## src/rtl/bcd_pkg.sv

```systemverilog
// Shared types and helpers for the BCD-to-binary converter.
// Holds the FSM state encoding, BCD digit constants and the x10+digit step.
// Pure declarations; no logic of its own.
package bcd_pkg;

  typedef enum logic [1:0] {IDLE, CONV, DONE} state_t;

  localparam int BCD_DIGIT_W = 4;
  localparam logic [BCD_DIGIT_W-1:0] BCD_MAX = 4'd9;

  // Working width of mul10_add; callers truncate the result to their own width.
  localparam int MAC_W = 32;

  // One Horner step: acc*10 + digit, built from shifts so it maps to two adders.
  function automatic logic [MAC_W-1:0] mul10_add(input logic [MAC_W-1:0] acc,
                                                 input logic [BCD_DIGIT_W-1:0] digit);
    return (acc << 3) + (acc << 1) + {{(MAC_W-BCD_DIGIT_W){1'b0}}, digit};
  endfunction

endpackage

```

## src/rtl/bcd_mac10.sv

```systemverilog
// Combinational acc*10 + digit step with invalid-digit detection.
// Latency: zero cycles (pure combinational).
// Backpressure: none; the enclosing FSM decides when the result is captured.
module bcd_mac10
  import bcd_pkg::*;
#(
  parameter int BIN_W = 7
) (
  input  logic [BIN_W-1:0]       acc,
  input  logic [BCD_DIGIT_W-1:0] digit,
  output logic [BIN_W-1:0]       result,
  output logic                   bad_digit
);

  // The sum needs BIN_W+4 bits before truncation, which must fit the helper width.
  if (BIN_W + BCD_DIGIT_W > MAC_W) begin : g_width_chk
    $error("bcd_mac10: BIN_W too large for mul10_add working width");
  end

  // Keeping only the low BIN_W bits gives the product-sum modulo 2^BIN_W.
  assign result    = BIN_W'(mul10_add(MAC_W'(acc), digit));
  assign bad_digit = (digit > BCD_MAX);

endmodule

```

## src/rtl/bcd_binary.sv

```systemverilog
// Sequential BCD-to-binary converter, one digit per cycle by Horner accumulation.
// Latency: DIGITS cycles from accept edge to out_valid; DIGITS+2 cycle throughput.
// Backpressure: result held in DONE until out_ready; in_ready low outside IDLE.
module bcd_binary
  import bcd_pkg::*;
#(
  parameter int DIGITS = 2,
  parameter int BIN_W  = 7
) (
  input  logic                          clk,
  input  logic                          rst_n,
  input  logic                          in_valid,
  output logic                          in_ready,
  input  logic [BCD_DIGIT_W*DIGITS-1:0] in_bcd,
  output logic                          out_valid,
  input  logic                          out_ready,
  output logic [BIN_W-1:0]              out_bin,
  output logic                          out_err
);

  localparam int WORD_W = BCD_DIGIT_W * DIGITS;
  localparam int CNT_W  = (DIGITS > 1) ? $clog2(DIGITS) : 1;

  function automatic longint unsigned pow10(input int n);
    longint unsigned p = 1;
    for (int i = 0; i < n; i++) p = p * 10;
    return p;
  endfunction

  // The largest DIGITS-digit decimal value must be representable in BIN_W bits.
  if (DIGITS < 1) begin : g_digits_chk
    $error("bcd_binary: DIGITS must be at least 1");
  end
  if ((64'd1 << BIN_W) <= (pow10(DIGITS) - 64'd1)) begin : g_width_chk
    $error("bcd_binary: BIN_W too narrow for DIGITS");
  end

  state_t                  state;
  state_t                  state_nxt;
  logic [WORD_W-1:0]       sreg;
  logic [BIN_W-1:0]        acc;
  logic [BIN_W-1:0]        acc_nxt;
  logic                    err;
  logic [CNT_W-1:0]        cnt;
  logic [BCD_DIGIT_W-1:0]  top_digit;
  logic                    digit_bad;

  assign top_digit = sreg[WORD_W-1 -: BCD_DIGIT_W];

  bcd_mac10 #(.BIN_W(BIN_W)) u_mac (
    .acc       (acc),
    .digit     (top_digit),
    .result    (acc_nxt),
    .bad_digit (digit_bad)
  );

  // State register; reset aborts any conversion in flight.
  always_ff @(posedge clk) begin
    if (!rst_n) state <= IDLE;
    else        state <= state_nxt;
  end

  // Next-state logic: accept in IDLE, count digits in CONV, wait for consumer in DONE.
  always_comb begin
    state_nxt = state;
    case (state)
      IDLE:    if (in_valid)     state_nxt = CONV;
      CONV:    if (cnt == '0)    state_nxt = DONE;
      DONE:    if (out_ready)    state_nxt = IDLE;
      default:                   state_nxt = IDLE;
    endcase
  end

  // Datapath: capture word on accept, then fold in one digit (MSD first) per CONV cycle.
  always_ff @(posedge clk) begin
    if (!rst_n) begin
      sreg <= '0;
      acc  <= '0;
      err  <= 1'b0;
      cnt  <= '0;
    end else begin
      case (state)
        IDLE: begin
          if (in_valid) begin
            sreg <= in_bcd;
            acc  <= '0;
            err  <= 1'b0;
            cnt  <= CNT_W'(DIGITS - 1);
          end
        end
        CONV: begin
          acc  <= acc_nxt;
          err  <= err | digit_bad;
          sreg <= sreg << BCD_DIGIT_W;
          if (cnt != '0) cnt <= cnt - CNT_W'(1);
        end
        default: ;
      endcase
    end
  end

  // in_ready depends only on state and reset, never on in_valid.
  assign in_ready  = (state == IDLE) && rst_n;
  assign out_valid = (state == DONE);
  assign out_bin   = acc;
  assign out_err   = err;

endmodule

```

## config.mk

```make
export PLATFORM = sky130hd
export DESIGN_NAME = bcd_binary
export DESIGN_NICKNAME = d
export VERILOG_FILES = /design/src/rtl/bcd_pkg.sv /design/src/rtl/bcd_mac10.sv /design/src/rtl/bcd_binary.sv
export SDC_FILE = /design/constraint.sdc
export NUM_CORES = 1
export LEC_CHECK = 0
export ABC_AREA = 1
export BUFFER_PORTS_ARGS = -buffer_cell sky130_fd_sc_hd__buf_2
export CAP_MARGIN = 20
export CORE_MARGIN = 5
export CORE_UTILIZATION = 40
export CTS_BUF_LIST = sky130_fd_sc_hd__clkbuf_4 sky130_fd_sc_hd__clkbuf_8
export CTS_CLUSTER_DIAMETER = 60
export CTS_CLUSTER_SIZE = 14
export DETAILED_ROUTE_END_ITERATION = 7
export PLACE_DENSITY = 0.7
export SLEW_MARGIN = 20
export SYNTH_ARGS = -nofsm -noshare
export SYNTH_HDL_FRONTEND = slang
export SYNTH_SLANG_ARGS = --single-unit
```

## constraint.sdc

```tcl
create_clock -name clk -period 2.8 [get_ports clk]
set_input_delay 0.42 -clock clk [delete_from_list [all_inputs] [get_ports clk]]
set_output_delay 0.42 -clock clk [all_outputs]
set_load 0.02 [all_outputs]
```

# Yosys cells after proc, flatten, opt, wreduce, memory -nomap -nowiden

Cells that the tools add are included.

Register bits after elaboration: 19
Input port bits: 12
Word-level logic and storage cells: 33

$add $sub $neg: 3
Order comparisons: 1
Eq/ne operators: 5
Muxes and demuxes: 13
Bitwise gates (word level): 1
Reductions and logical operators: 5

Operator list:

| cell                                                                   | count |
|---|---|
| 8-bit case mux with 2 select lines                                     | 1 |
| 7-bit case mux with 2 select lines                                     | 1 |
| 8-bit two-way mux                                                      | 1 |
| 7-bit by 4-bit adder with 7-bit output                                 | 1 |
| 7-bit adder                                                            | 1 |
| 7-bit two-way mux                                                      | 1 |
| 2-bit two-way mux                                                      | 3 |
| 2-bit case mux with 3 select lines                                     | 1 |
| 4-bit > comparator (second input constant)                             | 1 |
| 2-bit != test (second input constant)                                  | 2 |
| 1-bit case mux with 2 select lines                                     | 2 |
| 1-bit two-way mux                                                      | 3 |
| 3-bit AND reduction                                                    | 1 |
| 2-bit by 1-bit equality test with 1-bit output (second input constant) | 1 |
| 2-bit equality test (second input constant)                            | 1 |
| 2-bit zero test                                                        | 1 |
| 2-bit by 1-bit != test with 1-bit output (second input constant)       | 1 |
| 2-bit AND reduction                                                    | 1 |
| 2-bit nonzero test                                                     | 1 |
| 1-bit logical AND                                                      | 1 |
| 1-bit OR                                                               | 1 |
| 1-bit subtractor (second input constant)                               | 1 |

# Logic depth before layout (Yosys ltp)

Gate-level depths: netlist (run 1).

Depth in word-level cells: 3
Mapped depth: 10
Depth with buffers taken out: 10

# Modules after synthesis

Synthesis (run 1) repeated with hierarchy kept, for this count alone.

Cell total of the unflattened synthesis: 143
Area, all modules: 1088.5 um^2

By module, submodules not included:

| module     | times used | cells each | area an instance (um^2) |
|---|---|---|---|
| bcd_binary | 1          | 102        | 809.5 |
| bcd_mac10  | 1          | 41         | 279.0 |

# Worst setup path before layout (run 1)

OpenSTA, ideal clock, no wires.

Path type: register to register
Start point: reg acc[0], in the netlist out_bin[0]
End point: reg acc[6], in the netlist out_bin[6]
Setup time: 123 ps
Arrival time: 1982 ps
Setup slack: 696 ps
Cell stages (with the launch flop): 11
Path buffers: 0
Cell sequence: dfxtp_1 > inv_1 > fa_1 > inv_1 > fa_1 > nand3_1 > nand3_1 > inv_1 > nand2_1 > nand3_1 > a21oi_2

Word-level cells in the longest chain between the ends: 3

RTL lines:

| element                                | RTL line         | source |
|---|---|---|
| start: declaration                     | bcd_binary.sv:41 | `logic [BIN_W-1:0] acc;` |
| start signal: assignment               | bcd_binary.sv:92 | `acc <= acc_nxt;` |
| 7-bit adder                            | bcd_pkg.sv:17    | `return (acc << 3) + (acc << 1) + {{(MAC_W-BCD_DIGIT_W){1'b0}}, digit};` |
| 7-bit by 4-bit adder with 7-bit output | bcd_pkg.sv:17    |  |
| 7-bit case mux with 2 select lines     | bcd_binary.sv:82 | `case (state)` |

Every way passes these cells.
A chain may end at the register's enable or synchronous reset.

# Final worst setup path (run 1)

Same ends and word-level chain as after synthesis.

==> metrics.yaml, run 1 <==
worst_pin_slew_ns: 0.386
place_congestion: 0.755
cp-start-kind: "flip-flop"
status: "finished clean"
r2r_setup_slack_ns: 0.71
insertion_delay_ns: 0.31
totalPowerFinal_w: 0.000541
vdd_drop_max_mv: 0.350
avgSynthCellArea_um2: 8.24
path_class: "reg -> reg"
hold_depth: 3
ios: 22
avgRoutedWirePerCell_um: 11.6
min_period_over_period: 0.748
drv_slew: 0
whs_endpoint: "sreg[0]"
multiInputGateArea_um2: 591
coreArea_um2: 2520
grt_usage: 0.130
drc: 0
ys_ff_latch: 19
worstPathArrival_ns: 2.35
htree_levels: 1
fmax_mhz: 477
final.fill_count: 270
antenna_found_initial: 0
cts_buffers: 3
gr-total-overflow: 0
ys_warn_count: 0
r2r_end: "out_bin[6]"
cts_tree: "done"
reg2reg_depth: 9
final_cell_mix: "nand2_1, buf_2, dfxtp_1"
clock_skew_ns: 0.000967
cp.required_ns: 3.06
ys_types: 26
post_cts_buffers: 0
cp-end-kind: "flip-flop"
die_w_um: 62.0
port_buffers: 21
grt_pass1_vias: 885
grt_max_degree: 18
grt_pass1_wl_mm: 3.69
cts_resized: 0
maxCapViolCount: 0
ys_seq_area_frac: 0.352
drtAntennaViolNets: 0
synth.cell_area_um2: 1080
slew_headroom: 0.742
root_buffer: "clkbuf_4"
netlist_instances: 131
nNetsFinal: 176
r2r_start: "out_bin[0]"
antennaDiodeCount: 0
finalHoldViolations: 0
initial_core_util: 0.428
avgViaCountPerCell: 4.80
cts_sinks: 19
dr.pass1.iters: 4
fp.dieArea_um2: 3840
rsz0062_at_grt: "false"
rows: 18
fin_setup_tns_ns: 0
synthToLayoutAreaGrowth_pct: 12.6
syn_nets: 153
final_core_util: 0.482
clock_path_buffers: 2
drtIter0Drc: 19
leakagePower_nw: 0.581
setup_viol_count_final: 0
num_vias: 879
final_common_cell: "nand2_1"
dp_hpwl_mm: 1.57
layout-drive-gt1-share: 0.340
whs_ns: 0.342
power_density_nw_per_um2: 445
seq_area_um2: 380
period_needed_ns: 2.09
hold_path_class: "in -> reg"
clkSlewWorstSetupHoldPaths_ns: 0.12
dieHeight_um: 62.0
critPathMaxFanout: 4
routed_wl_mm: 2.12
hold_start: "in_bcd[0]"
cts_hold_buf: 0
[report_power, final]
group | switching, W | internal (W)
Clock | 0.0000960 | 0.0000545
Sequential | 0.0000101 | 0.000284
Combinational | 0.0000624 | 0.0000342
[area by class of cell]
class | count | area share
Timing Repair Buffer | 21 | 0.0864
Clock inverter | 1 | 0.00617
Inverter | 18 | 0.0597
Tap cell | 30 | 0.0309
Multi-Input combinational cell | 91 | 0.486
Clock buffer | 3 | 0.0185
Sequential cell | 19 | 0.313
[registers in the layout, indices dropped and copies added, names as in the netlist]
signal,flops
out_err,1
cnt,1
state,2
sreg,8
out_bin,7
[layer usage]
metal | vias up | part of all wire | wire length [um] | global-route usage
li1 | 464 | - | - | -
met1 | 389 | 0.48 | 1010 | 0.163
met2 | 22 | 0.44 | 937 | 0.207
met3 | 4 | 0.070 | 149 | 0.0517
met4 | 0 | 0.010 | 22 | 0.0364
met5 | - | 0 | 0 | 0
[worst max path at each step]
stage	startpoint	end	slack, ns	depth (start not counted)
after detailed placement	out_bin[0]	out_bin[6]	0.72	9
after global placement	out_bin[0]	out_bin[6]	0.79	10
after CTS	out_bin[0]	out_bin[6]	0.69	9
after global routing	out_bin[0]	out_bin[6]	0.53	9
final	out_bin[0]	out_bin[6]	0.71	9
after floorplan	out_bin[0]	out_bin[6]	0.70	10
[stage by stage]
step / std cells / setup WS (ns) / area (um^2)
after floorplan: 131 / 0.696 / 1080
after global placement: 179 / 0.793 / 1190
after detailed placement: 179 / 0.718 / 1190
after CTS: 183 / 0.688 / 1220
after global routing: 183 / 0.528 / 1220
final: 183 / 0.706 / 1220
[Yosys cell counts]
master    count  area, um^2
a32o_1        1        10.0
nand2_4       3        33.8
fa_1          2        40.0
buf_12        1        20.0
nand2_1      33         124
nand3_1       8        40.0
nor3_1        2        10.0
nor2_1        1        3.75
inv_2         2        7.51
inv_1        14        52.6
nand2_2      10        62.6
ha_1          8         100
inv_4         2        12.5
a21oi_2       8        70.1
a211oi_1      1        7.51
a22oi_1       1        7.51
buf_2         1        5.00
nand3b_1      1        7.51
o21ai_1       1        5.00
buf_6         1        11.3
dfxtp_1      19         380
nor2_4        1        11.3
a21oi_1       5        25.0
a31oi_1       3        18.8
or2_2         1        6.26
a21o_1        1        7.51
[kinds of logic (layout without fill, tap and decap cells)]
group / count (synthesis) / after routing / synth area share
AOI/OAI and AO/OA: 21 / 21 / 0.140
DFF: 19 / 19 / 0.352
buffers and inverters: 21 / 43 / 0.101
and+or+nand+nor: 60 / 60 / 0.277
adders and majority gates: 10 / 10 / 0.130
[worst max-delay path, stage by stage, from the launching register on]
cell	delay, ns
dfxtp_1	0.42
inv_1	0.09
fa_1	0.54
inv_1	0.07
fa_1	0.46
nand3_1	0.10
nand3_1	0.08
nand3_1	0.09
nand3_1	0.09
a21oi_2	0.11
Note: power is estimated with default switching activity, not from simulation.
==> run 2: changes to the inputs <==
clock period = 2.1 ns   (was 2.8 ns; I/O delays follow)
==> run 2 against run 1 <==
  * Core utilization grew 1.1 points
  * Via count is 1.5% higher
  * Sequential cell count unchanged
  * Critical path depth unchanged
  * Cell count increased by 1.6%
  * Clock skew increased by 0.0044 ns
  * First-iteration DRC count rose by 16%
  * Non-clock buffer count increased by 3
  * Routed wire length is 2.9% lower
  * Global-route usage about the same
  * Fmax rose by 11%
==> metrics.yaml, run 2 (synthesis results as in run 1) <==
finalHoldViolations: 0  # unchanged
cp-start-kind: "flip-flop"  # unchanged
root_buffer: "clkbuf_4"  # unchanged
crit_path_frequent_cell: "nand3_1"  # unchanged
cts_tree: "done"  # unchanged
maxCapViolCount: 0  # unchanged
min_period_over_period: 0.901  # was 0.748
dp_hpwl_mm: 1.52  # was 1.57 mm
ios: 22  # unchanged
cts_buffers: 3  # unchanged
rsz0062_at_grt: "false"  # unchanged
cts_sinks: 19  # unchanged
power_density_nw_per_um2: 578  # was 445 nW/um^2
gr-total-overflow: 0  # unchanged
final_common_cell: "nand2_1"  # unchanged
clock_skew_ns: 0.00534  # was 0.000967 ns
whs_endpoint: "sreg[3]"  # was sreg[0]
clock_path_buffers: 2  # unchanged
cp-end-kind: "flip-flop"  # unchanged
grt_pass1_vias: 914  # was 885
status: "finished clean"  # unchanged
drtIter0Drc: 22  # was 19
fp.dieArea_um2: 3840  # unchanged
hold_start: "in_bcd[3]"  # was in_bcd[0]
slew_headroom: 0.730  # was 0.742
htree_levels: 1  # unchanged
avgRoutedWirePerCell_um: 11.0  # was 11.6 um
grt_max_degree: 18  # unchanged
r2r_end: "out_bin[6]"  # unchanged
vdd_drop_max_mv: 0.353  # was 0.350 mV
top_register: "sreg"  # unchanged
coreArea_um2: 2520  # unchanged
dieHeight_um: 62.0  # unchanged
slowest_delay_ns: 0.53  # was 0.54 ns
place_congestion: 0.752  # was 0.755
antennaDiodeCount: 0  # unchanged
r2r_setup_slack_ns: 0.21  # was 0.71 ns
num_vias: 892  # was 879
slowest_stage: "fa_1"  # unchanged
worstPathArrival_ns: 2.13  # was 2.35 ns
largest_reg_flops: 8  # unchanged
hold_depth: 3  # unchanged
final_cell_mix: "nand2_1, buf_2, dfxtp_1"  # unchanged
period_needed_ns: 1.89  # was 2.09 ns
die_w_um: 62.0  # unchanged
rows: 18  # unchanged
avgViaCountPerCell: 4.80  # about the same
worst_pin_slew_ns: 0.404  # was 0.386 ns
insertion_delay_ns: 0.29  # was 0.31 ns
reg2reg_depth: 9  # unchanged
synthToLayoutAreaGrowth_pct: 15.3  # was 12.6%
routed_wl_mm: 2.05  # was 2.12 mm
leakagePower_nw: 0.600  # was 0.581 nW
grt_usage: 0.131  # was 0.130
initial_core_util: 0.428  # unchanged
fin_setup_tns_ns: 0  # unchanged
clkSlewWorstSetupHoldPaths_ns: 0.11  # was 0.12 ns
critPathMaxFanout: 3  # was 4
port_buffers: 21  # unchanged
drtAntennaViolNets: 0  # unchanged
drc: 0  # unchanged
path_cells: "inv_1 > fa_1 > inv_1 > fa_2 > nand3_1 > nand3_1 > nand3_1 > nand3_1 > a21oi_2"  # was inv_1 > fa_1 > inv_1 > fa_1 > nand3_1 > nand3_1 > nand3_1 > nand3_1 > a21oi_2
nNetsFinal: 179  # was 176
fmax_mhz: 529  # was 477 MHz
antenna_found_initial: 0  # unchanged
cp.required_ns: 2.34  # was 3.06 ns
r2r_start: "out_bin[0]"  # unchanged
dr.pass1.iters: 4  # unchanged
drv_slew: 0  # unchanged
cts_hold_buf: 0  # unchanged
whs_ns: 0.257  # was 0.342 ns
layout-drive-gt1-share: 0.365  # was 0.340
grt_pass1_wl_mm: 3.74  # was 3.69 mm
setup_viol_count_final: 0  # unchanged
path_class: "reg -> reg"  # unchanged
hold_path_class: "in -> reg"  # unchanged
-- run 2: how the worst max path moves through the flow --
| stage | start | end | slack, ns | cells after the start |
|---|---|---|---|---|
| 2_1_floorplan | out_bin[2] | out_bin[6] | 0.03 | 10 |
| 3_3_place_gp | out_bin[0] | out_bin[6] | 0.14 | 10 |
| 3_5_place_dp | out_bin[0] | out_bin[6] | 0.09 | 9 |
| 4_1_cts | out_bin[0] | out_bin[6] | 0.06 | 9 |
| 5_1_grt | out_bin[0] | out_bin[6] | 0.05 | 9 |
| 6_report | out_bin[0] | out_bin[6] | 0.21 | 9 |
-- run 2: layout make-up --
type	instances	area, um^2
inverters	18	72.6
well taps	30	37.5
repair buffers	24	128
fillers	257	1280
flip-flops and latches	19	384
clock buffers	4	30.0
multi-input cells	91	593
-- run 2: worst max-delay path: cells and delay by family, from the launching register on --
family,cells,cell delay (ns)
AO/OA/AOI/OAI,1,0.11
adder cells (fa/ha/maj),2,0.88
buffers and inverters,2,0.12
flip-flops,1,0.37
AND/OR/NAND/NOR,4,0.35
-- run 2: metal layers --
layer  part of all wire  up-vias  wire length [um]  global-route usage
li1                   -      476                 -                   -
met1               0.48      394               985               0.166
met2               0.45       20               933               0.212
met3              0.061        2               126              0.0310
met4             0.0039        0                 8              0.0545
met5                  0        -                 0                   0
-- run 2: timing repair --
action | 4_1_cts | 5_1_grt
setup buffers | 0 | 1
endpoints found under the setup margin | 0 | 1
gates resized for setup | 0 | 2
hold endpoints to repair | 0 | 0
-- run 2: through the flow --
step           instances  instance area [um^2]  total power, W  setup WS, ns  utilization
2_1_floorplan        131                  1080        0.000506        0.0317            -
3_3_place_gp         181                  1200        0.000527         0.135        0.477
3_5_place_dp         181                  1200        0.000531        0.0857        0.477
4_1_cts              185                  1230        0.000727        0.0570        0.489
5_1_grt              186                  1240        0.000763        0.0486        0.494
6_report             186                  1240        0.000720         0.208        0.494
-- run 2: power breakdown --
group	leakage [nW]	switching (W)	total (W)	internal [W]
registers	0.156	0.0000129	0.000390	0.000377
logic	0.426	0.0000836	0.000131	0.0000470
clock network	0.0184	0.000112	0.000199	0.0000868
==> run 3: changes to the inputs <==
MAX_ROUTING_LAYER = met4   (was not set)
==> run 3 against run 2 <==
  * Clock power about the same
  * Count of clock-buffer cells in the layout unchanged
  * Sequential cell count unchanged
  * Non-clock buffer count unchanged
  * Worst setup slack about the same
  * Fmax about the same
  * Hold slack about the same
  * Global-route usage increased by 0.40 points
  * Critical path type unchanged
==> metrics.yaml, run 3 (synthesis results as in run 1) <==
status: "finished clean"  # unchanged
port_buffers: 21  # unchanged
root_buffer: "clkbuf_4"  # unchanged
dieHeight_um: 62.0  # unchanged
rsz0062_at_grt: "false"  # unchanged
layout-drive-gt1-share: 0.365  # unchanged
drv_slew: 0  # unchanged
coreArea_um2: 2520  # unchanged
cts_hold_buf: 0  # unchanged
cp.required_ns: 2.34  # about the same
rows: 18  # unchanged
worstPathArrival_ns: 2.13  # about the same
maxCapViolCount: 0  # unchanged
grt_pass1_vias: 914  # unchanged
power_density_nw_per_um2: 578  # about the same
crit_path_frequent_cell: "nand3_1"  # unchanged
pre_cts_ws_ns: 0.0857  # unchanged
setup_viol_count_final: 0  # unchanged
worst_pin_slew_ns: 0.404  # unchanged
multiInputGateArea_um2: 593  # unchanged
routed_wl_mm: 2.05  # unchanged
drc: 0  # unchanged
drtIter0Drc: 22  # unchanged
fin_setup_tns_ns: 0  # unchanged
die_w_um: 62.0  # unchanged
setup_ws_ns: 0.208  # about the same
leakagePower_nw: 0.600  # unchanged
slowest_stage: "fa_1"  # unchanged
synthToLayoutAreaGrowth_pct: 15.3  # unchanged
clkSlewWorstSetupHoldPaths_ns: 0.11  # about the same
drtAntennaViolNets: 0  # unchanged
period_needed_ns: 1.89  # about the same
cp-start-kind: "flip-flop"  # unchanged
clock_skew_ns: 0.00553  # was 0.00534 ns
largest_reg_flops: 8  # unchanged
avgRoutedWirePerCell_um: 11.0  # unchanged
min_period_over_period: 0.901  # about the same
nNetsFinal: 179  # unchanged
initial_core_util: 0.428  # unchanged
gr-total-overflow: 0  # unchanged
grt_max_degree: 18  # unchanged
grt_usage: 0.135  # was 0.131
grt_pass1_wl_mm: 3.74  # unchanged
ios: 22  # unchanged
hold_path_class: "in -> reg"  # unchanged
dp_hpwl_mm: 1.52  # unchanged
slowest_delay_ns: 0.53  # about the same
cp-end-kind: "flip-flop"  # unchanged
insertion_delay_ns: 0.29  # about the same
critPathMaxFanout: 3  # unchanged
antennaDiodeCount: 0  # unchanged
cts_buffers: 3  # unchanged
fmax_mhz: 529  # about the same
final_cell_mix: "nand2_1, buf_2, dfxtp_1"  # unchanged
fp.dieArea_um2: 3840  # unchanged
finalHoldViolations: 0  # unchanged
cts_sinks: 19  # unchanged
cp_top_family: "adder cells"  # unchanged
top_register: "sreg"  # unchanged
place_congestion: 0.762  # was 0.752
path_class: "reg -> reg"  # unchanged
path_cells: "inv_1 > fa_1 > inv_1 > fa_2 > nand3_1 > nand3_1 > nand3_1 > nand3_1 > a21oi_2"  # unchanged
avgViaCountPerCell: 4.81  # was 4.80
crit_buf_inv: 2  # unchanged
num_vias: 894  # was 892
final.fill_count: 257  # unchanged
slew_headroom: 0.730  # unchanged
antenna_found_initial: 0  # unchanged
final_common_cell: "nand2_1"  # unchanged
cts_tree: "done"  # unchanged
vdd_drop_max_mv: 0.353  # about the same
seq_area_um2: 384  # unchanged
clock_path_buffers: 2  # unchanged
dr.pass1.iters: 4  # unchanged
htree_levels: 1  # unchanged
==> run 3: cell counts in the layout (fill, tap and decap cells not counted) <==
No cell type changed its count.
==> run 3: power by group <==
group	internal [W]	switching, W	leakage, nW
combinational	0.0000470	0.0000837	0.426
clock	0.0000868	0.000112	0.0184
sequential	0.000377	0.0000129	0.156
total	0.000511	0.000209	0.600
==> run 3: cell type report <==
cell class	instances	area share
multi-input combinational	91	0.476
sequential	19	0.309
timing repair buffer	24	0.103
inverter	18	0.0583
tap	30	0.0302
clock buffer	4	0.0241
==> run 3: worst paths after layout <==
check	slack (ns)	start	endpoint	cells after the start
hold / removal	0.26	in_bcd[3]	sreg[3]	3
setup reg to reg	0.21	out_bin[0]	out_bin[6]	9
setup / recovery	0.21	out_bin[0]	out_bin[6]	9
hold reg to reg	0.46	sreg[4]	out_bin[0]	2
==> run 3: tightest hold or removal path, delay by kind of cell <==
| kind | cells | cell delay [ns] |
|---|---|---|
| buffers and inverters | 1 | 0.09 |
| AND/OR/NAND/NOR | 1 | 0.06 |
| AO/OA/AOI/OAI | 1 | 0.05 |
==> run 3: layer usage <==
layer  wire, um  vias to the layer above  track usage  part of all wire
li1           -                      476            -                 -
met2        936                       20        0.212              0.46
met4          8                        0       0.0545            0.0039
met1        984                      396        0.167              0.48
met3        125                        2       0.0289             0.061
met5          0                        -            -                 0
==> run 3: what timing repair did <==
item / in CTS / in global routing
resized for setup: 0 / 2
endpoints found under the setup margin: 0 / 1
buffers inserted: 0 / 1
endpoints found under the hold margin: 0 / 0
==> run 3: per-stage QoR <==
stage | power, W | instance area [um^2] | util | cells | hold slack, ns
detailed placement | 0.000531 | 1200 | 0.477 | 181 | 0.459
global route | 0.000763 | 1240 | 0.494 | 186 | 0.247
floorplan | 0.000506 | 1080 | - | 131 | 0.413
CTS | 0.000727 | 1230 | 0.489 | 185 | 0.251
global placement | 0.000527 | 1200 | 0.477 | 181 | 0.456
finish | 0.000720 | 1240 | 0.494 | 186 | 0.256
